===== src/rtl/dbg_bus_arbiter.sv =====
// Two-requester bus arbiter (CPU core C, UART debug port D) onto a single target bus.
// One transaction in flight, round-robin on contention, debug hold-off and a no-ack watchdog.
module dbg_bus_arbiter #(
  parameter int unsigned ADDR_W         = 32,
  parameter int unsigned TIMEOUT_CYCLES = 255
) (
  input  logic              clk,
  input  logic              reset,
  input  logic              c_req,
  input  logic              c_we,
  input  logic [ADDR_W-1:0] c_addr,
  input  logic [31:0]       c_wdata,
  input  logic [3:0]        c_be,
  output logic              c_gnt,
  output logic              c_rvalid,
  output logic [31:0]       c_rdata,
  output logic              c_err,
  input  logic              d_req,
  input  logic              d_we,
  input  logic [ADDR_W-1:0] d_addr,
  input  logic [31:0]       d_wdata,
  input  logic [3:0]        d_be,
  output logic              d_gnt,
  output logic              d_rvalid,
  output logic [31:0]       d_rdata,
  output logic              d_err,
  input  logic              dbg_hold,
  output logic              t_req,
  output logic              t_we,
  output logic [ADDR_W-1:0] t_addr,
  output logic [31:0]       t_wdata,
  output logic [3:0]        t_be,
  input  logic              t_ack,
  input  logic [31:0]       t_rdata
);

  localparam int unsigned CNT_W = (TIMEOUT_CYCLES > 1) ? $clog2(TIMEOUT_CYCLES) : 1;

  typedef enum logic [1:0] {IDLE, BUSY_C, BUSY_D} state_t;

  state_t              state, state_nxt;
  logic                last_d, last_d_nxt;
  logic [CNT_W-1:0]    cnt, cnt_nxt;
  logic                t_req_nxt, t_we_nxt;
  logic [ADDR_W-1:0]   t_addr_nxt;
  logic [31:0]         t_wdata_nxt;
  logic [3:0]          t_be_nxt;
  logic                c_gnt_nxt, c_rvalid_nxt, c_err_nxt;
  logic                d_gnt_nxt, d_rvalid_nxt, d_err_nxt;
  logic [31:0]         c_rdata_nxt, d_rdata_nxt;
  logic                elig_c, elig_d, pick_c, pick_d, timeout_hit;
  logic [31:0]         done_rdata;
  logic                done_err;

  // CPU wins contention unless it owned the bus last
  assign elig_c = c_req & ~dbg_hold;
  assign elig_d = d_req;
  assign pick_c = elig_c & (~elig_d | last_d);
  assign pick_d = elig_d & (~elig_c | ~last_d);

  assign timeout_hit = (TIMEOUT_CYCLES != 0) && (cnt == CNT_W'(TIMEOUT_CYCLES - 1));

  always_ff @(posedge clk or negedge reset) begin
    if (!reset) begin
      state    <= IDLE;
      last_d   <= 1'b1;
      cnt      <= '0;
      t_req    <= 1'b0;
      t_we     <= 1'b0;
      t_addr   <= '0;
      t_wdata  <= '0;
      t_be     <= '0;
      c_gnt    <= 1'b0;
      c_rvalid <= 1'b0;
      c_rdata  <= '0;
      c_err    <= 1'b0;
      d_gnt    <= 1'b0;
      d_rvalid <= 1'b0;
      d_rdata  <= '0;
      d_err    <= 1'b0;
    end else begin
      state    <= state_nxt;
      last_d   <= last_d_nxt;
      cnt      <= cnt_nxt;
      t_req    <= t_req_nxt;
      t_we     <= t_we_nxt;
      t_addr   <= t_addr_nxt;
      t_wdata  <= t_wdata_nxt;
      t_be     <= t_be_nxt;
      c_gnt    <= c_gnt_nxt;
      c_rvalid <= c_rvalid_nxt;
      c_rdata  <= c_rdata_nxt;
      c_err    <= c_err_nxt;
      d_gnt    <= d_gnt_nxt;
      d_rvalid <= d_rvalid_nxt;
      d_rdata  <= d_rdata_nxt;
      d_err    <= d_err_nxt;
    end
  end

  always_comb begin
    state_nxt    = state;
    last_d_nxt   = last_d;
    cnt_nxt      = cnt;
    t_req_nxt    = t_req;
    t_we_nxt     = t_we;
    t_addr_nxt   = t_addr;
    t_wdata_nxt  = t_wdata;
    t_be_nxt     = t_be;
    c_gnt_nxt    = 1'b0;
    c_rvalid_nxt = 1'b0;
    c_rdata_nxt  = c_rdata;
    c_err_nxt    = c_err;
    d_gnt_nxt    = 1'b0;
    d_rvalid_nxt = 1'b0;
    d_rdata_nxt  = d_rdata;
    d_err_nxt    = d_err;
    done_rdata   = '0;
    done_err     = 1'b0;

    case (state)
      IDLE: begin
        if (pick_c) begin
          t_we_nxt    = c_we;
          t_addr_nxt  = c_addr;
          t_wdata_nxt = c_wdata;
          t_be_nxt    = c_be;
          t_req_nxt   = 1'b1;
          c_gnt_nxt   = 1'b1;
          last_d_nxt  = 1'b0;
          cnt_nxt     = '0;
          state_nxt   = BUSY_C;
        end else if (pick_d) begin
          t_we_nxt    = d_we;
          t_addr_nxt  = d_addr;
          t_wdata_nxt = d_wdata;
          t_be_nxt    = d_be;
          t_req_nxt   = 1'b1;
          d_gnt_nxt   = 1'b1;
          last_d_nxt  = 1'b1;
          cnt_nxt     = '0;
          state_nxt   = BUSY_D;
        end
      end
      BUSY_C, BUSY_D: begin
        // ack takes priority over a watchdog expiry in the same cycle
        if (t_ack || timeout_hit) begin
          done_rdata = (t_ack && !t_we) ? t_rdata : 32'd0;
          done_err   = ~t_ack;
          t_req_nxt  = 1'b0;
          state_nxt  = IDLE;
          if (state == BUSY_D) begin
            d_rvalid_nxt = 1'b1;
            d_rdata_nxt  = done_rdata;
            d_err_nxt    = done_err;
          end else begin
            c_rvalid_nxt = 1'b1;
            c_rdata_nxt  = done_rdata;
            c_err_nxt    = done_err;
          end
        end else if (cnt != '1) begin
          cnt_nxt = cnt + CNT_W'(1);
        end
      end
      default: state_nxt = IDLE;
    endcase
  end

endmodule


===== config.mk =====
export PLATFORM = sky130hd
export DESIGN_NAME = dbg_bus_arbiter
export DESIGN_NICKNAME = d
export VERILOG_FILES = /design/src/rtl/dbg_bus_arbiter.sv
export SDC_FILE = /design/constraint.sdc
export NUM_CORES = 1
export LEC_CHECK = 0
export BUFFER_PORTS_ARGS = -buffer_cell sky130_fd_sc_hd__clkbuf_2
export CORE_MARGIN = 2
export CORE_UTILIZATION = 38
export DETAILED_ROUTE_END_ITERATION = 8
export HOLD_SLACK_MARGIN = 0.1
export PLACE_DENSITY_LB_ADDON = 0.25
export SKIP_CTS_REPAIR_TIMING = 1
export SYNTH_ARGS = -nofsm -noshare
export SYNTH_HDL_FRONTEND = slang
export SYNTH_SLANG_ARGS = --single-unit

===== constraint.sdc =====
create_clock -name clk -period 1.85 [get_ports clk]
set_input_delay 0.37 -clock clk [delete_from_list [all_inputs] [get_ports clk]]
set_output_delay 0.37 -clock clk [all_outputs]
set_load 0.005 [all_outputs]

==> out/summary.log, run 1 <==
qor: finish.ff_latch_area 3780 um2
qor: critical_path.worstPathMaxFanout 9
qor: placement.routabilityCongestion 0.845
qor: clocking.numCtsBuffers 17
qor: floorplan.die_height 134 um
qor: synthesis.cell_type_contributing_the_most_total_cell_area_after_synthesis sky130_fd_sc_hd__dfrtp_1
qor: synthesis.synthDominantCellAreaShare 58.6%
qor: global_routing.grt_start_max_net_pins 105
qor: detailed_routing.route.antenna.remaining_nets 0
qor: status.outcome complete, no violations
qor: floorplan.placementRows 47
qor: timing.min_period_over_period 95.0%
qor: finish.flow.area_growth_from_synthesis 40.7%
qor: floorplan.effective_utilization_at_floorplan 38.8%
qor: synthesis.post_synthesis_cell_count 540
qor: timing.finalSetupViolations 0
qor: clocking.clk_pin_slew 70 ps
qor: critical_path.critical_path.top_delay_family compound AO/OA/AOI/OAI gates
qor: critical_path.cp-start-kind register
qor: critical_path.cp.required 2140 ps
qor: power.vdd_drop_max 0.646 mV
qor: critical_path.end_kind register
qor: clocking.ctsLongestPathBuffers 2
qor: detailed_routing.route.final.wire_length 17.7 mm
qor: detailed_routing.routed-via-count 5334
qor: clocking.tritoncts yes
qor: finish.layout_commonest_cell sky130_fd_sc_hd__clkbuf_2
qor: critical_path.cpMaxStageDelayCell sky130_fd_sc_hd__dfrtp_1
qor: timing.final.min_clock_period 1760 ps
qor: finish.nFillCells 1452
qor: synthesis.number_of_nets_produced_by_synthesis 720
qor: power.total_leakage_power 0.00503 uW
qor: clocking.cts_num_sinks 151
qor: timing.worst-slew-pin-transition 457 ps
qor: timing.clock.fmax 569 MHz
qor: synthesis.ys_seq_area_share 59.0%
qor: clocking.htree_num_levels 4
qor: job.cap_viol_max_count 0
qor: floorplan.core-area 16500 um2
qor: global_routing.grt_pass1_wl 28.0 mm
qor: placement.hpwlAfterDp 13.3 mm
qor: finish.layout.nets 1049
qor: timing.rsz_0062_raised_after_global_routing false
qor: synthesis.synth_area_leaders sky130_fd_sc_hd__dfrtp_1, sky130_fd_sc_hd__mux2i_1, sky130_fd_sc_hd__a22o_1, sky130_fd_sc_hd__o21ai_0, sky130_fd_sc_hd__nand2_1
qor: finish.final_cell_mix sky130_fd_sc_hd__clkbuf_2, sky130_fd_sc_hd__dfrtp_1, sky130_fd_sc_hd__nand2_1, sky130_fd_sc_hd__o21ai_0, sky130_fd_sc_hd__mux2i_1
qor: critical_path.largest_incremental_delay_on_the_critical_path 420 ps
qor: critical_path.chain_of_cells_forming_the_critical_path ha_1 -> o211ai_1 -> o21ai_2 -> a21o_1 -> a221o_1
qor: critical_path.critPathBufInv 0
qor: finish.non_filler_cells_final 1102
qor: floorplan.design.die.area 17900 um2
qor: synthesis.syn-cell-area 6400 um2
qor: finish.multi_input_comb_area 2420 um2
qor: synthesis.postSynth.topFlopCell sky130_fd_sc_hd__dfrtp_1
qor: critical_path.critPathLaunch cnt[0]$_DFFE_PN0P_
qor: detailed_routing.via_density_per_instance 4.84
qor: finish.diodes 0
qor: global_routing.grt_antenna_before_repair 0
qor: synthesis.ys_types 44
qor: clocking.root_buffer sky130_fd_sc_hd__clkbuf_16
qor: global_routing.grt_pass1_vias 5314
qor: timing.totalNegativeSetupSlack 0 ps
qor: hold_path.hold_path_class input port to register
qor: detailed_routing.drt_pass1_iterations 6
qor: critical_path.cp.arrival 2050 ps
qor: synthesis.postSynthRegisterBits 151
qor: detailed_routing.detail_route.drc_violations 0
qor: critical_path.reg2reg_from cnt[0]$_DFFE_PN0P_
qor: detailed_routing.detail_route.wl_per_cell 16.0 um
qor: synthesis.syn-mean-instance-area 11.9 um2
qor: timing.final_hold_violation_count 0
qor: hold_path.worstHoldStart t_rdata[28]
qor: placement.worst_setup_timing_slack_at_the_placement_stage 44.5 ps
qor: synthesis.synthesis.yosys.warnings 0
qor: floorplan.top_level_ports 316
qor: synthesis.asyncSetResetFlopFracSynth 100%
qor: timing.report.final.slew_viol_count 0
qor: synthesis.synth_edf_count 0
qor: clocking.clock_latency 410 ps
qor: detailed_routing.drt_first_iter_violations 186
qor: power.power.density_cell_area 1510 nW/um2
qor: placement.port-buffer-count 315
qor: global_routing.globalRouteTotalUtil 20.0%
qor: critical_path.timing.setup.critical_path_class register to register
qor: floorplan.die_x 134 um
qor: timing.worst_setup_slack_after_layout 91.6 ps
qor: timing.clock-skew-final 10.4 ps
qor: global_routing.grt_remaining_overflow 0
qor: timing.slew_headroom 69.6%
qor: placement.place.detailed.instances 1069
qor: finish.drive_gt1_share 44.2%
## state kept, by name (all words and copies together), names as in the netlist
| name | count |
|---|---|
| c_rdata | 32 |
| t_req | 1 |
| last_d | 1 |
| state | 2 |
| c_gnt | 1 |
| c_err | 1 |
| c_rvalid | 1 |
| t_we | 1 |
| d_rdata | 32 |
| d_err | 1 |
| t_be | 4 |
| d_rvalid | 1 |
| t_addr | 32 |
| cnt | 8 |
| t_wdata | 32 |
| d_gnt | 1 |
## area by class of cell
type | instances | share of cell area, %
sequential | 151 | 42.0
clock buffer | 18 | 4.87
multi-input combinational | 342 | 26.9
tap | 220 | 3.06
inverter | 9 | 0.375
timing repair buffer | 348 | 21.6
clock inverter | 14 | 1.25
## logic make-up after synthesis
kind of cell	synth area share, %
AO/OA/AOI/OAI	18.3
adder cells (fa/ha/maj)	0.782
buffers and inverters	3.85
flip-flops	59.0
multiplexers	10.9
AND/OR/NAND/NOR	7.07
## power breakdown
part           total [uW]  switching [uW]  internal [uW]
Sequential           5440             762           4680
Combinational        4930            2530           2400
Clock                3230            1440           1790
Total               13600            4740           8860
## synthesized netlist by cell type (3+ instances only)
| cell type | instances |
|---|---|
| sky130_fd_sc_hd__clkbuf_1 | 15 |
| sky130_fd_sc_hd__buf_2 | 14 |
| sky130_fd_sc_hd__dfrtp_1 | 150 |
| sky130_fd_sc_hd__o21ai_0 | 72 |
| sky130_fd_sc_hd__nor2b_1 | 3 |
| sky130_fd_sc_hd__a22o_1 | 66 |
| sky130_fd_sc_hd__nand3_1 | 3 |
| sky130_fd_sc_hd__buf_6 | 7 |
| sky130_fd_sc_hd__a21oi_1 | 5 |
| sky130_fd_sc_hd__nand2_1 | 74 |
| sky130_fd_sc_hd__inv_1 | 9 |
| sky130_fd_sc_hd__nand2b_1 | 3 |
| sky130_fd_sc_hd__a211o_1 | 3 |
| sky130_fd_sc_hd__mux2i_1 | 70 |
| sky130_fd_sc_hd__ha_1 | 4 |
| sky130_fd_sc_hd__a21o_1 | 3 |
## stage by stage
stage                     area [um2]  hold WS, ps  util, %  power [uW]
final                           9010          186     54.5       13600
after global routing            9010          181     54.5       14600
after CTS                       8980         -111     54.4       13800
after detailed placement        8430          338     51.0       10500
after global placement          8430          336     51.0       10400
after floorplan                 6400         74.4        -        7910
## final timing paths
path / slack [ps] / cells after the start / to
setup / recovery: 90 / 5 / cnt[5]$_DFFE_PN0P_
hold / removal: 190 / 2 / c_rdata[28]$_DFFE_PN0P_
setup reg to reg: 90 / 5 / cnt[5]$_DFFE_PN0P_
hold reg to reg: 480 / 2 / t_wdata[26]$_DFFE_PN0P_
max in group asynchronous: 780 / 3 / t_wdata[25]$_DFFE_PN0P_
min in group asynchronous: 460 / 2 / d_rdata[6]$_DFFE_PN0P_
## routing by layer
metal	routed length, um	vias to the layer above	GRT usage (%)
li1	-	2611	-
met1	7360	2468	25.7
met2	8630	238	33.2
met3	1430	17	4.99
met4	227	0	6.56
met5	0	-	0
(Power assumes the default switching activity.)
==> inputs of run 2 (changes only) <==
Settings changed: SETUP_SLACK_MARGIN set to 0.4.
==> run 2 against run 1 <==
  * Hold slack got worse by 4.0 ps
  * Via count increased by 2.7%
  * Non-clock buffer count increased by 8
  * Setup slack improved by 55 ps
  * Largest power group is now combinational cells
  * Critical path depth increased by 1
  * Critical path type unchanged
  * Design area increased by 3.7%
==> out/summary.log, run 2 (synthesis results as in run 1) <==
qor: clocking.clk_pin_slew 70 ps
qor: floorplan.placementRows 47
qor: global_routing.grt_antenna_before_repair 0
qor: floorplan.core-area 16500 um2
qor: critical_path.worstPathMaxFanout 8
qor: critical_path.cp.required 2150 ps
qor: critical_path.end_kind register
qor: detailed_routing.route.final.wire_length 18.3 mm
qor: power.total_leakage_power 0.00510 uW
qor: global_routing.globalRouteTotalUtil 19.7%
qor: timing.rsz_0062_raised_after_global_routing true
qor: power.power.density_cell_area 1550 nW/um2
qor: detailed_routing.top_layer met4
qor: finish.final_cell_mix sky130_fd_sc_hd__clkbuf_2, sky130_fd_sc_hd__dfrtp_1, sky130_fd_sc_hd__nand2_1, sky130_fd_sc_hd__a22o_1, sky130_fd_sc_hd__mux2i_1
qor: global_routing.grt_pass1_vias 5332
qor: placement.place.detailed.instances 1064
qor: detailed_routing.routed-via-count 5477
qor: power.p_clk_share 24.6%
qor: timing.final.min_clock_period 1700 ps
qor: clocking.cts_num_sinks 151
qor: clocking.ctsLongestPathBuffers 2
qor: critical_path.largest_incremental_delay_on_the_critical_path 380 ps
qor: critical_path.timing.setup.critical_path_class register to register
qor: power.vdd_drop_max 0.649 mV
qor: finish.layout_commonest_cell sky130_fd_sc_hd__clkbuf_2
qor: critical_path.cp.arrival 2000 ps
qor: critical_path.rr_worst_depth 6
qor: timing.worst-slew-pin-transition 460 ps
qor: timing.finalSetupViolations 0
qor: finish.non_filler_cells_final 1111
qor: hold_path.hold-path-cell-count 2
qor: placement.port-buffer-count 315
qor: finish.drive_gt1_share 47.5%
qor: detailed_routing.drt_pass1_iterations 4
qor: detailed_routing.routed-wl-met3 1.31 mm
qor: critical_path.chain_of_cells_forming_the_critical_path inv_2 -> ha_4 -> and2b_2 -> o21ai_4 -> a21o_1 -> a221o_1
qor: job.cap_viol_max_count 0
qor: power.p_sw_share 34.7%
qor: timing.clock-skew-final 9.32 ps
qor: global_routing.grt_remaining_overflow 0
qor: detailed_routing.wl_met2 9.02 mm
qor: floorplan.design.die.area 17900 um2
qor: clocking.tritoncts yes
qor: critical_path.cp-start-kind register
qor: clocking.root_buffer sky130_fd_sc_hd__clkbuf_16
qor: global_routing.grt_pass1_wl 27.6 mm
qor: detailed_routing.drt_first_iter_violations 239
qor: timing.report.final.slew_viol_count 0
qor: finish.nFillCells 1457
qor: clocking.htree_num_levels 4
qor: detailed_routing.detail_route.wirelength.met1 7.61 mm
qor: hold_path.hold_path_class input port to register
qor: finish.layout.nets 1058
qor: timing.totalNegativeSetupSlack 0 ps
qor: critical_path.cpMaxStageDelayCell sky130_fd_sc_hd__dfrtp_1
qor: detailed_routing.via_density_per_instance 4.93
qor: detailed_routing.route.antenna.remaining_nets 0
qor: floorplan.effective_utilization_at_floorplan 38.8%
qor: timing.clock.fmax 587 MHz
qor: power.netSwitchingPower 5020 uW
qor: floorplan.top_level_ports 316
qor: floorplan.die_x 134 um
qor: timing.min_period_over_period 92.1%
qor: finish.diodes 0
qor: detailed_routing.detail_route.wl_per_cell 16.5 um
qor: clocking.clock_latency 420 ps
qor: global_routing.grt_start_max_net_pins 46
qor: status.outcome complete, no violations
qor: power.p_seq_share 37.6%
qor: power.power_report.internal_total 9450 uW
qor: timing.final_hold_violation_count 0
qor: placement.routabilityCongestion 0.794
qor: floorplan.die_height 134 um
qor: finish.flow.area_growth_from_synthesis 45.9%
qor: placement.hpwlAfterDp 13.4 mm
qor: timing.slew_headroom 69.1%
qor: detailed_routing.detail_route.drc_violations 0
qor: power.pwr-share-comb 37.8%
qor: clocking.numCtsBuffers 17
-- run 2: critical path, delay by kind of cell, from the launching register on --
kind | cells | cell delay (ps)
fa+ha+maj | 1 | 300
simple gates | 1 | 240
compound gates | 3 | 610
buf+inv | 1 | 60
flops | 1 | 380
-- run 2: per-stage QoR --
stage | hold slack, ps | worst slack, ps | total power, uW | util, % | cell area, um2
6_report | 182 | 147 | 14500 | 56.6 | 9350
5_1_grt | 171 | 66.6 | 15400 | 56.6 | 9350
4_1_cts | -144 | 87.4 | 14300 | 54.9 | 9070
3_5_place_dp | 307 | 103 | 10800 | 51.1 | 8450
3_3_place_gp | 305 | 143 | 10600 | 51.1 | 8450
2_1_floorplan | 74.4 | 232 | 8120 | - | 6480
-- run 2: per-layer routing --
layer,track usage [%],vias to the layer above
met1,24.4,2570
met3,4.91,27
met5,0,-
li1,-,2636
met2,33.5,244
met4,7.15,0
-- run 2: worst paths after layout --
path                                      endpoint  slack (ps)                   from
setup / recovery                cnt[5]$_DFFE_PN0P_         150   state[1]$_DFFE_PN0P_
hold / removal             c_rdata[27]$_DFFE_PN0P_         180            t_rdata[27]
setup reg to reg                cnt[5]$_DFFE_PN0P_         150   state[1]$_DFFE_PN0P_
hold reg to reg              t_addr[8]$_DFFE_PN0P_         470  t_addr[8]$_DFFE_PN0P_
max in group asynchronous  t_wdata[29]$_DFFE_PN0P_         860                  reset
min in group asynchronous  c_rdata[16]$_DFFE_PN0P_         420                  reset
-- run 2: power groups by stage --
stage / logic (uW) / clock network (uW) / registers [uW]
2_1_floorplan: 2570 / 0 / 5550
3_3_place_gp: 5140 / 0 / 5470
3_5_place_dp: 5250 / 0 / 5510
4_1_cts: 5240 / 3630 / 5470
6_report: 5470 / 3550 / 5450
5_1_grt: 6000 / 3780 / 5610
-- run 2: area by class of cell --
class                   count  area (um2)  area share, %
flip-flops and latches    151        3780           40.5
multi-input cells         343        2530           27.1
repair buffers            356        2110           22.6
clock buffers              17         425           4.55
well taps                 220         275           2.95
clock inverters            15         189           2.02
inverters                   9        33.8          0.361
